### src/rtl/signed_seq_divider.sv
// signed_seq_divider
// Sequential signed divider: one restoring step per clock on operand
// magnitudes, then a sign-fixup cycle. Quotient truncates toward zero and the
// remainder takes the dividend's sign.
//
// Optional feature macro: DIV_BY_ZERO_DETECT_EN
//   defined   : B == 0 at start skips the iteration and reports div_by_zero
//   undefined : B == 0 runs the normal algorithm, div_by_zero tied low
//
// Ports
//   clk         in   clock, rising edge
//   rst         in   synchronous active-high reset
//   start       in   request, accepted in IDLE or DONE; A/B sampled then
//   A, B        in   signed dividend / divisor (WIDTH bits)
//   Q, R        out  registered signed quotient / remainder
//   busy        out  high in CALC and FIX
//   done        out  one-cycle pulse, Q/R/div_by_zero valid
//   div_by_zero out  zero-divisor flag, valid with done
//
// state | meaning
// IDLE  | waiting for start
// CALC  | WIDTH restoring iterations on magnitudes
// FIX   | apply signs, load Q/R
// DONE  | result valid, done high; start may chain a new operation
module signed_seq_divider #(
    parameter int WIDTH = 32
) (
    input  logic             clk,
    input  logic             rst,
    input  logic             start,
    input  logic [WIDTH-1:0] A,
    input  logic [WIDTH-1:0] B,
    output logic [WIDTH-1:0] Q,
    output logic [WIDTH-1:0] R,
    output logic             busy,
    output logic             done,
    output logic             div_by_zero
);

    typedef enum logic [1:0] {IDLE, CALC, FIX, DONE} state_t;

    localparam int CW = $clog2(WIDTH);
    localparam logic [CW-1:0] LAST = CW'(WIDTH - 1);

    state_t         state, state_nxt;
    logic [CW-1:0]  cnt;
    logic [WIDTH-1:0] rem, quo, dvs;
    logic           sign_a, sign_b;
    logic           accept;
    logic           b_zero;
    logic [WIDTH-1:0] mag_a, mag_b;
    logic [WIDTH:0] shifted, trial;

    assign accept = start && (state == IDLE || state == DONE);
    // Unsigned WIDTH-bit magnitudes: |most-negative| = 2^(WIDTH-1) fits exactly.
    assign mag_a  = A[WIDTH-1] ? -A : A;
    assign mag_b  = B[WIDTH-1] ? -B : B;
    assign b_zero = (B == '0);

    // quo holds the not-yet-consumed dividend bits; its MSB feeds the remainder.
    assign shifted = {rem, quo[WIDTH-1]};
    assign trial   = shifted - {1'b0, dvs};

    assign busy = (state == CALC) || (state == FIX);
    assign done = (state == DONE);

    always_comb begin
        state_nxt = state;
        case (state)
            IDLE, DONE: begin
                if (start) begin
`ifdef DIV_BY_ZERO_DETECT_EN
                    state_nxt = b_zero ? FIX : CALC;
`else
                    state_nxt = CALC;
`endif
                end else begin
                    state_nxt = IDLE;
                end
            end
            CALC:    if (cnt == LAST) state_nxt = FIX;
            FIX:     state_nxt = DONE;
            default: state_nxt = IDLE;
        endcase
    end

`ifdef DIV_BY_ZERO_DETECT_EN
    logic zero_pend;
    logic dbz;
    assign div_by_zero = dbz;
`else
    assign div_by_zero = 1'b0;
`endif

    always_ff @(posedge clk) begin
        if (rst) begin
            state  <= IDLE;
            cnt    <= '0;
            rem    <= '0;
            quo    <= '0;
            dvs    <= '0;
            sign_a <= 1'b0;
            sign_b <= 1'b0;
            Q      <= '0;
            R      <= '0;
`ifdef DIV_BY_ZERO_DETECT_EN
            zero_pend <= 1'b0;
            dbz       <= 1'b0;
`endif
        end else begin
            state <= state_nxt;
            if (accept) begin
                quo    <= mag_a;
                dvs    <= mag_b;
                rem    <= '0;
                sign_a <= A[WIDTH-1];
                sign_b <= B[WIDTH-1];
                cnt    <= '0;
`ifdef DIV_BY_ZERO_DETECT_EN
                zero_pend <= b_zero;
`endif
            end else if (state == CALC) begin
                cnt <= cnt + CW'(1);
                // trial[WIDTH] set means the subtraction went negative: restore.
                rem <= trial[WIDTH] ? shifted[WIDTH-1:0] : trial[WIDTH-1:0];
                quo <= {quo[WIDTH-2:0], ~trial[WIDTH]};
            end else if (state == FIX) begin
`ifdef DIV_BY_ZERO_DETECT_EN
                if (zero_pend) begin
                    // quo still holds |A| because CALC was skipped.
                    Q   <= '1;
                    R   <= sign_a ? -quo : quo;
                    dbz <= 1'b1;
                end else begin
                    Q   <= (sign_a ^ sign_b) ? -quo : quo;
                    R   <= sign_a ? -rem : rem;
                    dbz <= 1'b0;
                end
`else
                Q <= (sign_a ^ sign_b) ? -quo : quo;
                R <= sign_a ? -rem : rem;
`endif
            end
        end
    end

endmodule

### config.mk
export PLATFORM = sky130hd
export DESIGN_NAME = signed_seq_divider
export DESIGN_NICKNAME = d
export VERILOG_FILES = /design/src/rtl/signed_seq_divider.sv
export SDC_FILE = /design/constraint.sdc
export NUM_CORES = 1
export LEC_CHECK = 0
export ABC_AREA = 0
export CORE_MARGIN = 4
export CORE_UTILIZATION = 58
export CTS_BUF_LIST = sky130_fd_sc_hd__clkbuf_4
export CTS_CLUSTER_DIAMETER = 100
export DETAILED_ROUTE_END_ITERATION = 6
export GPL_ROUTABILITY_DRIVEN = 0
export PLACE_DENSITY = 0.95
export SYNTH_ARGS = -nofsm -noshare
export SYNTH_HDL_FRONTEND = slang
export SYNTH_SLANG_ARGS = --single-unit
### constraint.sdc
create_clock -name clk -period 4.5 [get_ports clk]
set_input_delay 1.35 -clock clk [delete_from_list [all_inputs] [get_ports clk]]
set_output_delay 1.35 -clock clk [all_outputs]
set_load 0.005 [all_outputs]
==> impl_metrics.json <==
{
  "critPathArrivalTime_ps": 4410,
  "slew_violations": 0,
  "die_y_um": 144.6,
  "fp-row-count": 49,
  "coreArea_mm2": 0.01815,
  "hold_buffers": 0,
  "final_common_cell": "dfxtp_1",
  "cts_tree": "done",
  "grt_use_total_pct": 27.06,
  "final_core_util_pct": 68.94,
  "start_util_pct": 59.65,
  "clk_latency_ps": 590,
  "synthCells": 1355,
  "finalCritPeriodShare_pct": 86.81,
  "ioPinCount": 134,
  "synth_top_area_cell": "dfxtp_1",
  "antenna_found_initial": 1,
  "grt-ovfl-total": 0,
  "worstRegToRegCells": 11,
  "htreeDepth": 4,
  "die_area_mm2": 0.02091,
  "syn_nets": 1464,
  "r2r_start": "rem[0]",
  "first_iter_violations": 973,
  "met1_length_mm": 12.50,
  "top_layer_used": "met4",
  "status": "finished clean",
  "ir_worst_vdd_uv": 409.5,
  "place_hpwl_mm": 21.50,
  "clock-root-buffer": "clkbuf_4",
  "drt_pre_antenna_iters": 6,
  "p_leak_nw": 4.558,
  "ant_nets": 0,
  "fin_crit_ps": 3906,
  "timing.rr.end": "rem[0]",
  "synthTopCellsByArea": "dfxtp_1 31%, a211oi_1 8.9%, xor2_1 7.4%, nor2_1 5.5%, ha_1 4.7%",
  "grt_pass1_wl_mm": 46.35,
  "critPathRequiredTime_ps": 5010,
  "max_cap_violations": 0,
  "whs_path_depth": 2,
  "fillers": 1409,
  "worstHoldStart": "Q[28]",
  "detail_route.wl_per_cell_um": 17.11,
  "skew_ps": 17.42,
  "cts_buffer_depth": 2,
  "max_freq_ghz": 0.2560,
  "r2r_setup_slack_ps": 940,
  "vias_per_cell": 6.235,
  "rsz0062_at_grt": "false",
  "final_cell_mix": "169 x dfxtp_1, 158 x nor2_1, 131 x clkdlybuf4s50_1, 128 x a211oi_1, 108 x nand2_1",
  "route.met3.wl_mm": 2.861,
  "synth_warnings": 0,
  "grt_pass1_vias": 9687,
  "nets": 1544,
  "portBuffers": 132,
  "startpoint_type": "primary input",
  "wirelength_mm": 28.71,
  "power_density_mw_per_mm2": 716.3,
  "critPathKind": "in2reg",
  "drc_errors": 0,
  "hold_class": "reg2reg",
  "cts_sinks": 169,
  "endpoint_kind": "flop",
  "syn_area_per_cell_um2": 7.988,
  "wl_met2_mm": 12.80,
  "synth.distinct_cells": 71,
  "worstHoldEndpoint": "Q[28]",
  "grt_max_degree": 104,
  "hold_viol": 0,
  "fp.dieW_um": 144.6,
  "critPathMaxFanout": 5,
  "via_count": 10463,
  "worst_pin_slew_ps": 1167,
  "synth_edf_count": 0,
  "area_growth_pct": 15.58,
  "ys.flop_type": "dfxtp_1",
  "setup_viol": 0,
  "cts_resized": 0,
  "synthArstFlopShare_pct": 0,
  "cts_buffers": 17,
  "synth.yosys.seq_area_share_pct": 31.26,
  "slew_headroom_pct": 21.63,
  "setup_tns_ps": 0,
  "cts_setup_buffers": 0,
  "clk_pin_slew_worst_paths_ps": 140,
  "syn_area_mm2": 0.01082,
  "yosysTopAreaCellShare_pct": 31.26,
  "ys_ff_latch": 169,
  "drive_gt1_share_pct": 4.558
}
-- metal layers --
layer / up-vias / track usage [%]
li1: 5078 / -
met1: 4840 / 37.89
met2: 485 / 41.99
met3: 60 / 5.522
met4: 0 / 8.591
met5: - / 0
-- Yosys cell counts, drive strengths merged, types with 41 or more instances --
library cell  number
inv               53
ha                41
mux2i             48
nor2             158
a21oi             84
xnor2             54
a211oi           128
o21ai             83
xor2              91
dfxtp            169
clkbuf            72
nand2            108
-- how the worst max path moves through the flow --
stage	slack (ps)	to	start
finish	590	quo[28]	A[4]
global route	570	quo[25]	A[4]
CTS	630	quo[28]	A[4]
detailed placement	40	quo[28]	A[4]
global placement	180	quo[28]	A[4]
floorplan	820	quo[28]	A[4]
-- kinds of logic after synthesis --
| family | synth area share (%) |
|---|---|
| other | 0.03464 |
| DFF | 31.26 |
| xor gates and xnor gates | 11.73 |
| AOI/OAI and AO/OA | 24.66 |
| adders and majority gates | 4.924 |
| buffers and inverters | 4.866 |
| and+or+nand+nor | 18.09 |
| muxes | 4.439 |
-- sequential cells by signal (all words and copies together) (netlist names) --
signal and count:
quo 32, Q 32, rem 32, cnt 5, sign_a 1, R 32, state 2, dvs 32
sign_b 1
-- power breakdown --
group          internal, mW  total (mW)  switching [mW]
clock network         0.345       0.871           0.526
logic                  2.35        5.56            3.21
registers              1.97        2.53           0.563
total                  4.66        8.96            4.30
-- area by class of cell --
| type | count | area, um^2 | share of cell area [%] |
|---|---|---|---|
| Antenna cell | 1 | 2.502 | 0.02000 |
| Inverter | 53 | 198.9 | 1.590 |
| Timing Repair Buffer | 144 | 1421 | 11.36 |
| Clock inverter | 12 | 127.6 | 1.020 |
| Tap cell | 229 | 286.5 | 2.290 |
| Clock buffer | 20 | 150.1 | 1.200 |
| Multi-Input combinational cell | 1050 | 6940 | 55.48 |
| Sequential cell | 169 | 3383 | 27.04 |
-- through the flow --
| step | instance area, um^2 | power [mW] | setup WS, ps | instances | hold slack, ps |
|---|---|---|---|---|---|
| floorplan | 10820 | 6.417 | 823.9 | 1355 | 440.0 |
| global placement | 12230 | 7.687 | 178.8 | 1645 | 439.3 |
| detailed placement | 12230 | 7.950 | 38.73 | 1645 | 450.8 |
| CTS | 12510 | 8.842 | 631.3 | 1677 | 473.0 |
| global route | 12510 | 9.628 | 574.2 | 1678 | 492.2 |
| finish | 12510 | 8.961 | 593.5 | 1678 | 471.8 |
-- critical path, cell delays in order --
cell and delay (ps):
clkdlybuf4s50_1 520, nor4_4 440, nand3_2 160, or3_4 410, or3_1 370, or4_4 460, o41ai_2 320, xor2_1 110
a211oi_1 260
No activity file was read; power rests on OpenSTA's default activity.
